[config.mk]
export PLATFORM = sky130hd
export DESIGN_NAME = controller
export DESIGN_NICKNAME = d
export VERILOG_FILES = /design/src/rtl/typedefs_pkg.sv /design/src/rtl/controller.sv
export SDC_FILE = /design/constraint.sdc
export NUM_CORES = 1
export LEC_CHECK = 0
export BUFFER_PORTS_ARGS = -buffer_cell sky130_fd_sc_hd__buf_4
export CAP_MARGIN = 10
export CORE_AREA = 2 2 39 41
export CTS_BUF_LIST = sky130_fd_sc_hd__clkbuf_8
export CTS_CLUSTER_DIAMETER = 60
export DETAILED_ROUTE_END_ITERATION = 7
export DIE_AREA = 0 0 41 43
export REMOVE_ABC_BUFFERS = 1
export SYNTH_ARGS = -nofsm -noshare
export SYNTH_HDL_FRONTEND = slang
export SYNTH_SLANG_ARGS = --single-unit
[constraint.sdc]
create_clock -name clk -period 1.66 [get_ports clk]
set_input_delay 0.166 -clock clk [delete_from_list [all_inputs] [get_ports clk]]
set_output_delay 0.166 -clock clk [all_outputs]
set_load 0.03 [all_outputs]
[src/rtl/typedefs_pkg.sv]
// typedefs: shared VeriRISC opcode and controller state encodings
//   opcode_t : 3-bit instruction opcode as held in the instruction register
//   state_t  : 3-bit controller phase, one value per clock of the 8-phase cycle
package typedefs;

    typedef enum logic [2:0] {
        HLT = 3'd0,
        SKZ = 3'd1,
        ADD = 3'd2,
        AND = 3'd3,
        XOR = 3'd4,
        LDA = 3'd5,
        STO = 3'd6,
        JMP = 3'd7
    } opcode_t;

    typedef enum logic [2:0] {
        INST_ADDR  = 3'd0,
        INST_FETCH = 3'd1,
        INST_LOAD  = 3'd2,
        IDLE       = 3'd3,
        OP_ADDR    = 3'd4,
        OP_FETCH   = 3'd5,
        ALU_OP     = 3'd6,
        STORE      = 3'd7
    } state_t;

endpackage

[src/rtl/controller.sv]
// controller: VeriRISC 8-phase instruction sequencer with sticky halt
//   clk, rst          : clock, synchronous active-high reset
//   opcode, zero      : current instruction opcode and ALU accumulator-zero flag
//   mem_rd, mem_wr    : memory read / write enables
//   load_ir, load_ac  : instruction register / accumulator load strobes
//   inc_pc, load_pc   : program counter increment / jump load
//   halt              : CPU halted indication
//   phase             : current state encoding
import typedefs::*;

module controller (
    input  logic       clk,
    input  logic       rst,
    input  opcode_t    opcode,
    input  logic       zero,
    output logic       mem_rd,
    output logic       mem_wr,
    output logic       load_ir,
    output logic       load_ac,
    output logic       inc_pc,
    output logic       load_pc,
    output logic       halt,
    output logic [2:0] phase
);
    state_t state;
    logic   halted;
    logic   aluop;
    logic   hlt_now;
    logic   run;

    assign aluop   = opcode inside {ADD, AND, XOR, LDA};
    assign hlt_now = state == OP_ADDR && opcode == HLT;
    assign run     = !halted;

    // A HLT in OP_ADDR parks the sequencer in OP_ADDR; the 3-bit state
    // wraps naturally from STORE back to INST_ADDR.
    always_ff @(posedge clk) begin
        if (rst) begin
            state  <= INST_ADDR;
            halted <= 1'b0;
        end else begin
            if (hlt_now)
                halted <= 1'b1;
            state <= (halted || hlt_now) ? OP_ADDR : state_t'(state + 3'd1);
        end
    end

    // While halted every strobe but halt is suppressed, even if the
    // state register was disturbed away from OP_ADDR.
    assign mem_rd  = run && (state inside {INST_FETCH, INST_LOAD, IDLE} ||
                             (state inside {OP_FETCH, ALU_OP, STORE} && aluop));
    assign mem_wr  = run && state == STORE && opcode == STO;
    assign load_ir = run && state inside {INST_LOAD, IDLE};
    assign load_ac = run && state inside {ALU_OP, STORE} && aluop;
    assign inc_pc  = run && (state == OP_ADDR ||
                             (state == ALU_OP && opcode == SKZ && zero) ||
                             (state == STORE && opcode == JMP));
    assign load_pc = run && state inside {ALU_OP, STORE} && opcode == JMP;
    assign halt    = halted || hlt_now;
    assign phase   = state;

endmodule

==> Word level (Yosys, flattened, before mapping) <==
Index checks and enable logic that the tools add are counted.
{ "op_classes": {"addsub": 1, "eq_ne": 14, "n_mux": 1, "reduce_logical": 25} }
{ "op_table": {"columns": ["cell", "count"], "rows": [
  ["$eq A3 B3 Y1 const B", 8],
  ["$logic_and A1 B1 Y1", 13],
  ["$eq A3 B2 Y1 const B", 4],
  ["$eq A3 B1 Y1 const B", 2],
  ["$reduce_bool A3 Y1", 2],
  ["$logic_or A1 B1 Y1", 4],
  ["$reduce_bool A2 Y1", 2],
  ["$reduce_bool A4 Y1", 1],
  ["$add A3 B1 Y3 const B", 1],
  ["$logic_not A3 Y1", 1],
  ["$mux W3", 1],
  ["$reduce_or A2 Y1", 1],
  ["$logic_not A1 Y1", 1]
]} }
{ "totals": {"ff_bits": 4, "input_bits": 6} }

==> Logic depth before layout (Yosys ltp) <==
Gate-level depths: netlist of run 1.
{ "depth": {"ltp_word": 6, "depth_mapped": 5, "mapped_depth_nobuf": 5} }

==> Worst setup path after synthesis of run 1 <==
No wires, ideal clock.
{ "synth_timing": {"path_type": "flip-flop to output port", "start": "reg state[1] (netlist: phase[1])", "end": "out inc_pc", "arrival_ns": 1.765, "slack_ns": -0.271, "path_stages_with_launch": 5, "n_path_buf": 0, "cell_sequence": "dfxtp_1 ha_1 nand4_1 or3_1 a31oi_1"} }
{ "synth_via": {"elab_chain_cells": 6, "elab_cells_between_ends": 9, "cone_classes": "3 x eq/ne; 6 x reduce/logical"} }
{ "synth_rtl": {"columns": ["element", "line", "rtl"], "rows": [
  ["from (decl)", "controller.sv:25", "state_t state;"],
  ["from (signal assigned)", "controller.sv:44", "state <= (halted || hlt_now) ? OP_ADDR : state_t'(state + 3'd1);"],
  ["$eq A3 B3 Y1", "controller.sv:56", "(state == ALU_OP && opcode == SKZ && zero) ||"],
  ["$logic_and A1 B1 Y1 (2 in series)", "controller.sv:56", null],
  ["$logic_or A1 B1 Y1", "controller.sv:55", "assign inc_pc = run && (state == OP_ADDR ||"],
  ["$logic_or A1 B1 Y1 *", "controller.sv:56", null],
  ["$logic_and A1 B1 Y1 *", "controller.sv:55", null],
  ["to (decl)", "controller.sv:20", "output logic inc_pc,"]
]} }
Every way passes the cells marked *; elsewhere a longest branch is shown, timed or not.

==> Worst setup path in the final report of run 1 <==
{ "layout_timing": {"start": "reg state[0] (netlist: phase[0])", "end": "out inc_pc"} }
Same word-level chain as after synthesis.

==> reports/results.ini, run 1 <==
[clock_tree]
cts_buffers=3
ctsRootBufferMaster=clkbuf_8
clkTransAtPathRegs_ns=0.03
cts_tree=done
ctsHoldBuffers=0
cts_buffer_depth=2
clock_latency_ns=0.21
cts_sinks=4
htree_levels=1

[global_routing]
antenna_found_initial=0
overflow=0
grt_first_pass_wirelength_um=1310
grt_max_degree=9
grt_pass1_vias=332
grt.total_usage_pct=11.3

[finish]
fill_cells=149
antenna_cells=0
nets=75
stdcell_count=77
area_growth_pct=69.0
drive_above_1_share_pct=50.8
final_core_util_pct=39.9

[power_and_ir_drop]
combinationalPowerShare_pct=31.1
powerDensity_nw_per_um2=839
internal_power_mw=0.322
power.switching_mw=0.140
p_seq_share_pct=25.4
p_clk_share_pct=43.6
peakVddDrop_mv=0.605
power.leakage_nw=0.260
switching_share_pct=30.3

[logic_synthesis]
yosysWarnings=0
yosysMostFrequentCell=ha_1
syn_area_per_cell_um2=8.16
synthTopCellsByArea=dfxtp_1 25%, ha_1 23%, nor3_1 6.1%, inv_1 5.7%, a31oi_1 3.8%
synth_largest_area_cell=dfxtp_1
ys_seq_area_share_pct=24.5
synth.cell_area_um2=327
synth_common_cells=6 x ha_1, 5 x inv_1, 4 x dfxtp_1, 4 x nor3_1, 3 x nor2_1
ys_ff_latch=4
syn_inst=40
synth_edf_count=0
synth_top_area_share_pct=24.5
async_flop_share_pct=0
synth-main-ff-cell=dfxtp_1
ys_types=19

[place]
portBuffers=15
hpwl_um=582
dp_slack_ns=0.0713
place_inst=71
place_congestion=0.726

[die]
start_util_pct=23.6
pin_count=16
core-area_um2=1380
die_h_um=43
row_count=14
fp.dieW_um=41
die_area_um2=1760

[sta]
rsz0062_at_grt=true
fin_ws_ns=0.0138
fmax_mhz=607
setup_viol=0
fin_setup_tns_ns=0
hold_viol_final=0
finClkSkew_ns=0.000917
fin_crit_sh_pct=99.2
tightest_slew_ns=0.257
maxSlewHeadroom_pct=82.8
fin_crit_ns=1.65
slew_violations=0

[setup_path]
cp.required_ns=1.49
critPathMaxFanout=4
end_kind=output port
startpoint_type=register
crit_type=register to output port
arrival_ns=1.48

[status]
outcome=finished clean

[routing]
vias=355
ant_nets=0
viasPerCell=4.61
wl_um=807
post-route-drc-count=0
routedWlPerCell_um=10.5
first_pass_iters=2
drtIter0Drc=1

[run]
maxCapViolations=0

[hold_path]
worstHoldPathType=primary input to register

==> per-stage QoR <==
stage | hold WS, ns | total power [mW] | instance area, µm²
6_report | 0.135 | 0.463 | 552
3_3_place_gp | 0.362 | 0.243 | 459
5_1_grt | 0.137 | 0.492 | 552
2_1_floorplan | 0.235 | 0.192 | 327
4_1_cts | 0.132 | 0.460 | 528
3_5_place_dp | 0.365 | 0.245 | 459
==> layout make-up <==
type | instances | area (µm²) | share of cell area (%)
inverters | 6 | 25.0 | 4.54
repair buffers | 18 | 135 | 24.5
flip-flops and latches | 4 | 85.1 | 15.4
well taps | 16 | 20.0 | 3.63
clock buffers | 3 | 41.3 | 7.48
multi-input cells | 30 | 245 | 44.4
==> layout by cell type, fill, tap and decap left out <==
cell type,instances
a21oi_1,2
a31oi_1,2
a31oi_2,1
and2b_1,1
buf_4,18
clkbuf_8,3
dfxtp_1,2
dfxtp_2,1
dfxtp_4,1
ha_1,4
ha_2,1
ha_4,1
inv_1,4
inv_2,1
inv_4,1
nand2_1,1
nand3_1,2
nand4_1,2
nor2_1,3
nor3_1,4
nor3_2,1
nor3b_2,1
o21ai_0,1
o22ai_2,1
or3_1,1
xor2_1,1
==> repair_timing <==
item                                    in CTS  in global routing
endpoints found under the setup margin       2                  5
resized for setup                            7                  2
hold endpoints to repair                     0                  0
pin swaps                                    1                  1
setup buffers                                1                  2
cloned                                       0                  0
==> cells by family (layout without fill, tap and decap cells) <==
logic type | count (synthesis) | count (layout) | share of synthesized area (%)
simple gates | 16 | 16 | 28.7
flops | 4 | 4 | 24.5
xor+xnor | 1 | 1 | 2.68
compound gates | 7 | 7 | 14.2
buf+inv | 6 | 27 | 6.90
fa+ha+maj | 6 | 6 | 23.0
==> critical path: stages (launching register included) <==
cell and delay, ns:
dfxtp_4 0.35, inv_4 0.06, ha_4 0.13, nand4_1 0.08, or3_1 0.31, a31oi_1 0.15
buf_4 0.18
==> metal layers <==
metal	track usage, %	up-vias	wire, µm
met5	0	-	0
met4	12.0	0	23
met3	1.57	2	56
met2	14.7	13	363
met1	14.5	156	363
li1	-	184	-
==> path summary, 6_finish.rpt <==
check,from,end,slack [ns],cells past startpoint
max,phase[0]$_SDFF_PP0_,inc_pc,0.01,6
min,rst,phase[1]$_SDFF_PP0_,0.13,2
max reg2reg,phase[0]$_SDFF_PP0_,phase[1]$_SDFF_PP0_,0.41,6
min reg2reg,phase[0]$_SDFF_PP0_,phase[0]$_SDFF_PP0_,0.55,2
==> sequential cells by signal (all words and copies together) (netlist names) <==
signal / cells
halted: 1
phase: 3
==> power groups by stage <==
stage	combinational [mW]	clock (mW)	sequential, mW
after CTS	0.135	0.206	0.118
after global routing	0.155	0.217	0.120
after floorplan	0.0634	0	0.129
final	0.144	0.202	0.117
after global placement	0.127	0	0.116
after detailed placement	0.128	0	0.116
No activity file was read; power rests on OpenSTA's default activity.
==> run 2, diff against run 1 <==
--- a/config.mk
+++ b/config.mk
@@ -5,6 +5,7 @@
 export SDC_FILE = /design/constraint.sdc
 export NUM_CORES = 1
 export LEC_CHECK = 0
+export ABC_AREA = 1
 export BUFFER_PORTS_ARGS = -buffer_cell sky130_fd_sc_hd__buf_4
 export CAP_MARGIN = 10
 export CORE_AREA = 2 2 39 41
==> run 2 against run 1 <==
Effect of this change: synthesized cell count rose by 43%; combinational power is 5% higher; core utilization decreased by 0.90 points; flip-flop and latch count stayed put.
==> reports/results.ini, run 2 <==
[status]
outcome=finished clean

[global_routing]
grt_max_degree=7  ; -2
met1_usage_pct=12.8  ; -1.6 points
overflow=0  ; unchanged
grtUsageMet2_pct=14.4  ; -0.31 points
grt.total_usage_pct=10.2  ; -1.1 points
antenna_found_initial=0  ; unchanged
grtUsageMet3_pct=2.09  ; +0.52 points
grt_pass1_vias=326  ; -1.8%
gr-max-usage-layer=met2
grt_first_pass_wirelength_um=1220  ; -6.9%

[hold_path]
worstHoldPathType=primary input to register
holdPathStages=3  ; +1
min_from=rst
holdPathEnd=phase[2]$_SDFF_PP0_

[logic_synthesis]
async_flop_share_pct=0  ; unchanged
synthTopCellsByArea=dfxtp_1 23%, ha_1 21%, nand2_1 17%, inv_1 12%, nor2_1 9.6%
synth_compound_area_share_pct=2.84  ; -11 points
synth_edf_count=0  ; unchanged
yosysMostFrequentCell=nand2_1
synthXorXnorAreaFrac_pct=0  ; -2.7 points
synth-main-ff-cell=dfxtp_1
synth_top_area_share_pct=22.7  ; -1.8 points
synthAdderAreaFrac_pct=21.3  ; -1.7 points
ys_types=13  ; -6
synthMuxAreaShare_pct=0  ; unchanged
synth_largest_area_cell=dfxtp_1
ys_ff_latch=4  ; unchanged
synth_top_family_by_area=simple AND/OR/NAND/NOR gates
ys_seq_area_share_pct=22.7  ; -1.8 points
synth-simple-area-share_pct=41.5  ; +13 points
syn_area_per_cell_um2=6.19  ; -24%
syn_inst=57  ; +43%
yosysWarnings=0  ; unchanged
synth_common_cells=16 x nand2_1, 11 x inv_1, 9 x nor2_1
synth.cell_area_um2=353  ; +8.0%

[routing]
first_pass_iters=4  ; +2
viasPerCell=4.07  ; -12%
post-route-drc-count=0  ; unchanged
routedWlPerCell_um=8.29  ; -21%
drtIter0Drc=3  ; +2
wl_um=754  ; -6.6%
ant_nets=0  ; unchanged
vias=370  ; +4.2%

[finish]
design_area_um2=539  ; -2.3%
area_growth_pct=52.8
drive_above_1_share_pct=36.0  ; -15 points
largest_reg_flops=3  ; unchanged
layout_common_cells=15 x nand2_1, 15 x buf_4, 11 x inv_1
fill_cells=157  ; +5.4%
antenna_cells=0  ; unchanged
stdcell_count=91  ; +18%
nets=89  ; +19%

[die]
die_h_um=43  ; unchanged
die_area_um2=1760  ; unchanged
row_count=14  ; unchanged
pin_count=16  ; unchanged
core-area_um2=1380  ; unchanged
start_util_pct=25.5  ; +1.9 points
fp.dieW_um=41  ; unchanged

[clock_tree]
cts_sinks=4  ; unchanged
clock_latency_ns=0.21  ; about the same
cts_tree=done
cts_buffer_depth=2  ; unchanged
ctsHoldBuffers=0  ; unchanged
htree_levels=1  ; unchanged
clkTransAtPathRegs_ns=0.03  ; about the same
ctsRootBufferMaster=clkbuf_8
cts_buffers=3  ; unchanged

[sta]
maxSlewHeadroom_pct=83.4  ; +0.60 points
fin_crit_ns=1.60  ; -0.0459 ns
timing.hold.ws_ns=0.207  ; +0.0719 ns
fmax_mhz=625  ; +2.9%
slew_violations=0  ; unchanged
tightest_slew_ns=0.246  ; -0.0105 ns
finClkSkew_ns=0.000204  ; -0.000713 ns
setup_viol=0  ; unchanged
fin_setup_tns_ns=0  ; unchanged
fin_crit_sh_pct=96.4  ; -2.8 points
hold_viol_final=0  ; unchanged
rsz0062_at_grt=true

[place]
portBuffers=15  ; unchanged
place_congestion=0.731  ; +0.69%
hpwl_um=632  ; +8.6%
placed_area_um2=485  ; +5.7%
place_inst=88  ; +24%

[setup_path]
timing.rr.start=phase[2]$_SDFF_PP0_
critPathMaxFanout=4  ; unchanged
crit_chain=ha_2 -> ha_1 -> inv_1 -> nor4_1 -> buf_4
cp.required_ns=1.49  ; about the same
cp_num_buf_inv=2  ; unchanged
crit_path_max_incr_delay_ns=0.35  ; about the same
arrival_ns=1.43  ; -0.05 ns
critical_path.slowest_cell=dfxtp_2
crit_type=register to output port
r2r_slack_ns=0.44  ; +0.03 ns
startpoint_type=register
rr_endpoint=phase[2]$_SDFF_PP0_
end_kind=output port
path_delay_family=flip-flops
r2r_cells=4  ; -2

[power_and_ir_drop]
power.leakage_nw=0.305  ; +18%
powerDensity_nw_per_um2=866  ; +3.3%
peakVddDrop_mv=0.629  ; +3.9%

[run]
maxCapViolations=0  ; unchanged

run 2: worst max-delay path by stage:
stage,from,end,slack (ns),depth (start not counted)
6_report,phase[1]$_SDFF_PP0_,mem_wr,0.06,5
5_1_grt,phase[1]$_SDFF_PP0_,mem_wr,-0.02,5
4_1_cts,phase[0]$_SDFF_PP0_,mem_wr,0.01,5
3_5_place_dp,phase[0]$_SDFF_PP0_,load_ac,0.25,7
3_3_place_gp,phase[0]$_SDFF_PP0_,mem_wr,0.26,5
2_1_floorplan,phase[0]$_SDFF_PP0_,mem_wr,-0.45,4
run 2: repair_timing:
item                                   in CTS  in global routing
setup endpoints to repair                   0                  5
resized for setup                           0                  6
endpoints found under the hold margin       0                  0
setup buffers                               0                  0
run 2: logic make-up (layout without fill, tap and decap cells):
logic type,count (synthesis),in the layout
DFF,4,4
buffers and inverters,11,29
and+or+nand+nor,34,34
AOI/OAI and AO/OA,2,2
adders and majority gates,6,6
run 2: where the power goes:
group / switching (mW) / internal (mW) / total (mW)
Clock: 0.0442 / 0.154 / 0.198
Combinational: 0.0907 / 0.0600 / 0.151
Sequential: 0.0117 / 0.106 / 0.118
Total: 0.147 / 0.320 / 0.467
run 2: metrics by stage:
stage          worst slack [ns]  total power, mW  util (%)
2_1_floorplan            -0.449            0.211         -
3_3_place_gp              0.262            0.268      35.1
3_5_place_dp              0.249            0.269      35.1
4_1_cts                  0.0140            0.473      38.1
5_1_grt                 -0.0241            0.496      39.0
6_report                 0.0597            0.467      39.0
run 2: layout make-up:
| class | instances | area (µm²) | area share (%) |
|---|---|---|---|
| Sequential cell | 4 | 85.1 | 15.8 |
| Clock buffer | 3 | 41.3 | 7.66 |
| Multi-Input combinational cell | 42 | 239 | 44.3 |
| Timing Repair Buffer | 15 | 113 | 20.9 |
| Inverter | 11 | 41.3 | 7.66 |
| Tap cell | 16 | 20.0 | 3.71 |
run 2: per-layer routing:
layer	routed length, µm	vias to the layer above
met5	0	-
met1	350	143
li1	-	208
met3	79	2
met4	16	0
met2	308	17
run 2: worst register-to-register path, cell delays in order (launching register included):
cell and delay, ns:
dfxtp_1 0.42, inv_1 0.10, ha_1 0.30, or2_2 0.29, nand2_1 0.06
